[config.mk]
export PLATFORM = sky130hd
export DESIGN_NAME = batch_sequencer
export DESIGN_NICKNAME = d
export VERILOG_FILES = /design/src/rtl/batch_sequencer_pkg.sv /design/src/rtl/batch_watchdog.sv /design/src/rtl/batch_sequencer.sv
export SDC_FILE = /design/constraint.sdc
export NUM_CORES = 1
export LEC_CHECK = 0
export CAP_MARGIN = 30
export CORE_MARGIN = 5
export CORE_UTILIZATION = 52
export DETAILED_ROUTE_END_ITERATION = 12
export PLACE_DENSITY_LB_ADDON = 0.05
export SYNTH_ARGS = -nofsm -noshare
export SYNTH_HDL_FRONTEND = slang
export SYNTH_SLANG_ARGS = --single-unit
[constraint.sdc]
create_clock -name clk -period 2.8 [get_ports clk]
set_input_delay 0.84 -clock clk [delete_from_list [all_inputs] [get_ports clk]]
set_output_delay 0.84 -clock clk [all_outputs]
set_load 0.05 [all_outputs]
[src/rtl/batch_sequencer_pkg.sv]
// Shared types for the batch sequencer: FSM state encoding and watchdog sizing.
package batch_sequencer_pkg;

    typedef enum logic [2:0] {
        IDLE,
        ISSUE,
        WAIT,
        DONE,
        ERROR
    } batch_seq_state_e;

    localparam int unsigned WDOG_TIMEOUT_DEF = 1048576;
    localparam int unsigned WDOG_W_DEF       = $clog2(WDOG_TIMEOUT_DEF);

    function automatic int unsigned wdog_width(input int unsigned cycles);
        return (cycles > 2) ? $clog2(cycles) : 1;
    endfunction

endpackage

[src/rtl/batch_watchdog.sv]
// Cycle counter for the WAIT state: clears while disabled, expires on its last count.
module batch_watchdog
    import batch_sequencer_pkg::*;
#(
    parameter int unsigned P_LIMIT = WDOG_TIMEOUT_DEF,
    parameter int unsigned P_W     = WDOG_W_DEF
) (
    input  logic clk,
    input  logic rst,
    input  logic clr_i,
    input  logic en_i,
    output logic expire_o
);

    localparam logic [P_W-1:0] LAST = P_W'(P_LIMIT - 1);

    logic [P_W-1:0] cnt_q, cnt_d;

    always_comb begin
        cnt_d = cnt_q;
        if (clr_i) begin
            cnt_d = '0;
        end else if (en_i) begin
            cnt_d = cnt_q + 1'b1;
        end
    end

    always_ff @(posedge clk or posedge rst) begin
        if (rst) begin
            cnt_q <= '0;
        end else begin
            cnt_q <= cnt_d;
        end
    end

    assign expire_o = en_i && (cnt_q == LAST);

endmodule

[src/rtl/batch_sequencer.sv]
// Runs a batch of start/done iterations across all engines.
// Define BATCH_SEQUENCER_WATCHDOG_EN to add the hung-engine watchdog and ERROR state.
module batch_sequencer
    import batch_sequencer_pkg::*;
#(
    parameter int unsigned P_NUM_ENGINES    = 4,
    parameter int unsigned P_ITER_W         = 16,
    parameter int unsigned P_TIMEOUT_CYCLES = WDOG_TIMEOUT_DEF
) (
    input  logic                     clk,
    input  logic                     rst,
    input  logic                     cmd_valid_i,
    output logic                     cmd_ready_o,
    input  logic [P_ITER_W-1:0]      cmd_iters_i,
    input  logic                     abort_i,
    output logic [P_NUM_ENGINES-1:0] start_o,
    input  logic                     done_all_i,
    output logic [P_ITER_W-1:0]      iter_cnt_o,
    output logic                     busy_o,
    output logic                     batch_done_o,
    output logic                     aborted_o,
    output logic                     error_o
);

    batch_seq_state_e    state_q, state_d;
    logic [P_ITER_W-1:0] target_q, target_d;
    logic [P_ITER_W-1:0] iter_q, iter_d;
    logic [P_ITER_W-1:0] iter_inc;
    logic                start_q, start_d;
    logic                busy_q, busy_d;
    logic                ready_q, ready_d;
    logic                bdone_q, bdone_d;
    logic                aborted_q, aborted_d;
    logic                accept;
    logic                timeout;

    assign accept   = cmd_valid_i && ready_q;
    assign iter_inc = iter_q + 1'b1;

`ifdef BATCH_SEQUENCER_WATCHDOG_EN
    localparam int unsigned WDOG_W = wdog_width(P_TIMEOUT_CYCLES);

    logic error_q, error_d;

    batch_watchdog #(
        .P_LIMIT (P_TIMEOUT_CYCLES),
        .P_W     (WDOG_W)
    ) u_watchdog (
        .clk      (clk),
        .rst      (rst),
        .clr_i    (state_q != WAIT),
        .en_i     (state_q == WAIT),
        .expire_o (timeout)
    );

    always_comb begin
        error_d = error_q;
        if (accept) begin
            error_d = 1'b0;
        end
        if (state_d == ERROR) begin
            error_d = 1'b1;
        end
    end

    always_ff @(posedge clk or posedge rst) begin
        if (rst) begin
            error_q <= 1'b0;
        end else begin
            error_q <= error_d;
        end
    end

    assign error_o = error_q;
`else
    assign timeout = 1'b0;
    assign error_o = 1'b0;
`endif

    always_comb begin
        state_d  = state_q;
        target_d = target_q;
        iter_d   = iter_q;
        unique case (state_q)
            IDLE: begin
                if (accept) begin
                    target_d = cmd_iters_i;
                    iter_d   = '0;
                    state_d  = (cmd_iters_i == '0) ? DONE : ISSUE;
                end
            end
            ISSUE: state_d = WAIT;
            WAIT: begin
                if (done_all_i) begin
                    iter_d  = iter_inc;
                    state_d = (iter_inc == target_q) ? DONE : ISSUE;
                end else if (timeout) begin
                    state_d = ERROR;
                end
            end
            DONE:    state_d = IDLE;
            ERROR:   state_d = IDLE;
            default: state_d = IDLE;
        endcase
        // Abort beats a coincident done or timeout and freezes the count.
        if (abort_i && state_q != IDLE) begin
            state_d = IDLE;
            iter_d  = iter_q;
        end
    end

    always_comb begin
        start_d   = (state_d == ISSUE);
        busy_d    = (state_d != IDLE);
        ready_d   = (state_d == IDLE);
        bdone_d   = (state_d == DONE);
        aborted_d = abort_i && (state_q != IDLE);
    end

    always_ff @(posedge clk or posedge rst) begin
        if (rst) begin
            state_q   <= IDLE;
            target_q  <= '0;
            iter_q    <= '0;
            start_q   <= 1'b0;
            busy_q    <= 1'b0;
            ready_q   <= 1'b1;
            bdone_q   <= 1'b0;
            aborted_q <= 1'b0;
        end else begin
            state_q   <= state_d;
            target_q  <= target_d;
            iter_q    <= iter_d;
            start_q   <= start_d;
            busy_q    <= busy_d;
            ready_q   <= ready_d;
            bdone_q   <= bdone_d;
            aborted_q <= aborted_d;
        end
    end

    assign start_o      = {P_NUM_ENGINES{start_q}};
    assign cmd_ready_o  = ready_q;
    assign iter_cnt_o   = iter_q;
    assign busy_o       = busy_q;
    assign batch_done_o = bdone_q;
    assign aborted_o    = aborted_q;

endmodule
-- After elaboration in Yosys (flattened, before gate mapping)
Cells that the tools add are included.
- reductions and logical operators: 10
- $add $sub $neg: 1
- bitwise gates (word level): 1
- muxes and demuxes: 9
- eq/ne operators: 7
- operators with widths (kind ; number):
    16-bit two-way mux ; 2
    16-bit case mux with 2 select lines ; 1
    16-bit by 1-bit adder with 16-bit output, second input constant ; 1
    16-bit equality test ; 1
    16-bit zero test ; 1
    3-bit two-way mux ; 3
    3-bit case mux with 3 select lines ; 1
    3-bit by 1-bit equality test with 1-bit output, second input constant ; 2
    3-bit by 2-bit equality test with 1-bit output, second input constant ; 2
    3-bit zero test ; 2
    3-bit nonzero test ; 2
    2-bit two-way mux ; 2
    2-bit inequality test, second input constant ; 2
    4-bit AND reduction ; 1
    1-bit logical AND ; 2
    2-bit AND reduction ; 1
    2-bit nonzero test ; 1
    1-bit inverter ; 1
- flip-flop bits (word level): 40
- input bits: 21
- output and inout bits: 25

-- Longest topological paths before layout
Gate-level depths: netlist (run 1).
- depth after elaboration: 7
- gate-level depth with buffers: 8
- gate-level depth less buffers: 7

-- Least setup slack after synthesis (run 1)
Ideal clock, no wire load.
- path kind: register to register
- start point: register iter_q[1], in the netlist iter_cnt_o[1]
- end point: register start_q
- stages on the path, launching flop included: 8
- setup time: 0.119 ns
- clock period less this slack: 2.469 ns
- slack: 0.331 ns
- buffers on the path: 0
- arrival time: 2.350 ns
- cell sequence: dfrtp_1 > ha_1 > nand3_1 > nor4_1 > xnor2_1 > a211oi_2 > nand4_2 > o21a_1
- longest elaborated chain between the ends: 7
- RTL lines (element ; line ; RTL):
    start, declared ; batch_sequencer.sv:27 ; logic [P_ITER_W-1:0] iter_q, iter_d;
    start signal, assigned ; batch_sequencer.sv:133 ; iter_q <= iter_d;
    16-bit by 1-bit adder with 16-bit output ; batch_sequencer.sv:38 ; assign iter_inc = iter_q + 1'b1;
    16-bit equality test ; batch_sequencer.sv:96 ; state_d = (iter_inc == target_q) ? DONE : ISSUE;
    2-bit two-way mux ; batch_sequencer.sv:96 ;
    3-bit two-way mux ; batch_sequencer.sv:94 ; if (done_all_i) begin
    3-bit case mux with 3 select lines ; batch_sequencer.sv:84 ; unique case (state_q)
    3-bit two-way mux ; batch_sequencer.sv:106 ; if (abort_i && state_q != IDLE) begin
    3-bit by 1-bit equality test with 1-bit output ; batch_sequencer.sv:113 ; start_d = (state_d == ISSUE);
    net start_d ; batch_sequencer.sv:29 ; logic start_q, start_d;
    end signal, assigned ; batch_sequencer.sv:134 ; start_q <= start_d;
    end, declared ; batch_sequencer.sv:29 ;
The timed path passes the listed nets, and every way through them passes these cells.
A chain may end at the register's enable or synchronous reset.

-- Worst setup path after layout (run 1)
- start point: register iter_q[5], in the netlist iter_cnt_o[5]
- end point: output iter_cnt_o[5]
- RTL lines (element ; line ; RTL):
    end, declared ; batch_sequencer.sv:18 ; output logic [P_ITER_W-1:0] iter_cnt_o,
No word-level cell between the ends.

==> flow_metrics.py, run 1 <==
metrics = {
    "route": {
        "routedWlPerCell_um": 17.5,
        "drc": 0,
        "routed_wl_mm": 6.28,
        "drt_iter0_markers": 208,
        "avgViaCountPerCell": 6.16,
        "ant_nets": 0,
        "drtPass1Iterations": 5,
        "vias": 2211,
    },
    "timing": {
        "finalSetupTns_ps": 0,
        "rsz0062_at_grt": "no",
        "clock_skew_ps": 6.67,
        "worst_slew_pin_slew_ps": 537,
        "slew_headroom_pct": 63.9,
        "hold_ws_ps": 540,
        "setup_slack_ps": 162,
        "layout_worst_path_cycle_share_pct": 94.2,
        "fin_crit_ps": 2640,
        "fmax_mhz": 379,
        "hold_violations": 0,
        "finalSetupViolations": 0,
        "drv_slew": 0,
    },
    "cts": {
        "hold_buffers": 0,
        "clkLatencyLatePin_ps": 300,
        "tritoncts": "yes",
        "cts_buffers": 5,
        "cts.sinks": 40,
        "cts_buffer_depth": 2,
        "htreeDepth": 2,
        "cts_resized": 0,
        "clk_pin_slew_ps": 80,
        "cts_root_buf": "clkbuf_8",
        "postCtsSetupRepairBufs": 0,
    },
    "yosys": {
        "yosysWarnings": 0,
        "postSynthAreaPerCell_um2": 9.56,
        "yosys_register_bits": 40,
        "async_flop_share_pct": 100,
        "synth_edf_count": 0,
        "synth_ff_type": "dfrtp_1",
        "synth-seq-area-share_pct": 40.2,
        "netlist_instances": 261,
        "synth_cell_type_count": 59,
        "syn_area_mm2": 0.00250,
    },
    "power_and_ir_drop": {
        "power_switching_uw": 459,
        "p_comb_share_pct": 22.0,
        "power.density_mw_per_mm2": 509,
        "internal_power_mw": 1.09,
        "leakage_nw": 1.21,
        "peakVddDrop_mv": 0.403,
        "p_clk_share_pct": 30.7,
        "power.sequential.fraction_pct": 47.4,
        "swShare_pct": 29.6,
    },
    "place": {
        "port-buffer-count": 44,
        "hpwl_mm": 4.66,
        "pre_cts_ws_ps": 186,
        "gp_congestion": 0.846,
    },
    "layout": {
        "drive_gt1_share_pct": 15.1,
        "ff_latch_area_mm2": 0.00100,
        "n_antenna_cell": 0,
        "nNetsFinal": 326,
        "multi_input_area_mm2": 0.00130,
        "final_util_pct": 64.9,
        "area_growth_pct": 22.1,
        "nFillCells": 404,
    },
    "setup_path": {
        "cp-start-kind": "flip-flop",
        "crit_required_ps": 1960,
        "critical_path_class": "flip-flop to primary output",
        "critPathBufInv": 1,
        "worstPathMaxFanout": 14,
        "critPathArrivalTime_ps": 1800,
        "path_delay_family": "buffers and inverters",
        "worstPathCellList": "clkdlybuf4s50_1",
        "max_stage_delay_ps": 890,
        "critical-path-slowest-cell": "clkdlybuf4s50_1",
        "cp-end-kind": "primary output",
    },
    "floorplan": {
        "die_h_um": 79.3,
        "start_util_pct": 53.2,
        "die_w_um": 79.3,
        "core_area_mm2": 0.00469,
        "rows": 25,
        "pin_count": 46,
        "dieArea_mm2": 0.00629,
    },
    "status": {
        "outcome": "complete, no violations",
    },
    "hold_path": {
        "hold_path_class": "flip-flop to flip-flop",
    },
    "grt": {
        "antenna_found_initial": 0,
        "grt-ovfl-total": 0,
        "grt_pass1_wl_mm": 10.4,
        "grtUsageTotal_pct": 21.4,
        "grt_pass1_vias": 2062,
        "grt_max_degree": 41,
    },
    "flow_run": {
        "maxCapViolCount": 0,
    },
}
power groups by stage:
stage | clock [mW] | combinational (mW) | sequential [mW]
after global placement | 0 | 0.330 | 0.739
after floorplan | 0 | 0.242 | 0.731
after detailed placement | 0 | 0.338 | 0.744
after CTS | 0.487 | 0.342 | 0.733
after global routing | 0.518 | 0.371 | 0.745
final | 0.475 | 0.340 | 0.734
worst paths after layout:
check                              start       endpoint  slack, ps  cells after the start
max in group asynchronous            rst    cmd_ready_o       1460                      3
min in group asynchronous            rst  iter_cnt_o[3]        960                      3
min                         target_q[14]   target_q[14]        540                      1
min reg2reg                 target_q[14]   target_q[14]        540                      1
max reg2reg                iter_cnt_o[5]        start_q        270                      6
max                        iter_cnt_o[5]  iter_cnt_o[5]        160                      1
stage by stage:
stage | instance area, um2 | instances | total power [mW]
after floorplan | 2500 | 262 | 0.973
after global placement | 2940 | 351 | 1.07
after detailed placement | 2940 | 351 | 1.08
after CTS | 3050 | 359 | 1.56
after global routing | 3050 | 359 | 1.63
final | 3050 | 359 | 1.55
kinds of logic after synthesis:
logic type               Yosys count  share of synthesized area, %
flip-flops                        40                          40.2
AO/OA/AOI/OAI                     60                          15.8
other                              1                         0.150
buffers and inverters             29                          8.02
multiplexers                      16                          7.17
adder cells (fa/ha/maj)            2                         0.902
XOR/XNOR                          15                          5.26
AND/OR/NAND/NOR                   98                          22.5
cells in the final DEF, fill, tap and decap left out, drive strengths merged, types with 2 or more instances in the layout:
cell            n
clkdlybuf4s50  44
clkbuf          5
o41ai           2
nand4           8
nand3          12
xor2            3
nand2b          2
o21ai          25
mux2           15
nor2           19
a32oi           2
and4            2
nor4           10
inv             6
nor2b           4
nor3            9
conb            2
and3            8
nand2          14
a21oi           8
dfrtp          39
or4             2
o31ai           7
buf            14
and2            3
xnor2          12
or3             2
a31oi           3
routing by layer:
| metal | global-route usage, % | wire, um |
|---|---|---|
| met4 | 7.56 | 110 |
| met5 | 0 | 0 |
| met1 | 28.7 | 2760 |
| met3 | 5.22 | 503 |
| met2 | 33.6 | 2900 |
cell type report:
type                            instances  share of cell area, %
Tap cell                               54                   2.22
Sequential cell                        40                   32.9
Multi-Input combinational cell        193                   42.6
Clock buffer                            5                   2.26
Clock inverter                          3                   1.40
Timing Repair Buffer                   58                   17.9
Inverter                                6                  0.739
synth_stat cells (2+ instances only):
library cell  count  area, um2
and3_1            7       43.8
inv_1             6       22.5
nor2_1           19       71.3
o21ai_0          25        125
clkbuf_1          5       18.8
nand4_1           6       37.5
nand2_1          14       52.6
and2_1            3       18.8
buf_6             4       45.0
a31oi_1           3       18.8
nor3_1            9       45.0
clkbuf_2          2       10.0
nor2b_1           4       25.0
a21oi_1           8       40.0
a32oi_1           2       17.5
nand2b_1          2       12.5
xor2_1            3       26.3
o31ai_1           6       45.0
nor4_1            9       56.3
xnor2_1          12        105
dfrtp_1          39        976
mux2_2           15        169
and4_1            2       17.5
nand3_1          11       55.1
or3_1             2       12.5
o41ai_1           2       17.5
buf_4             8       60.1
buf_2             2       10.0
registers in the layout, indices dropped and copies added, names as in the netlist:
signal / count
busy_o: 1
aborted_o: 1
state_q: 3
batch_done_o: 1
iter_cnt_o: 16
cmd_ready_o: 1
target_q: 16
start_q: 1
No activity file was read; power rests on OpenSTA's default activity.
==> run 2, diff against run 1 <==
--- a/config.mk
+++ b/config.mk
@@ -10,6 +10,7 @@
 export CORE_UTILIZATION = 52
 export DETAILED_ROUTE_END_ITERATION = 12
 export PLACE_DENSITY_LB_ADDON = 0.05
+export SKIP_CTS_REPAIR_TIMING = 1
 export SYNTH_ARGS = -nofsm -noshare
 export SYNTH_HDL_FRONTEND = slang
 export SYNTH_SLANG_ARGS = --single-unit
==> results of run 2 <==
No change in the layout: final DEF, timing and power equal those of run 1.
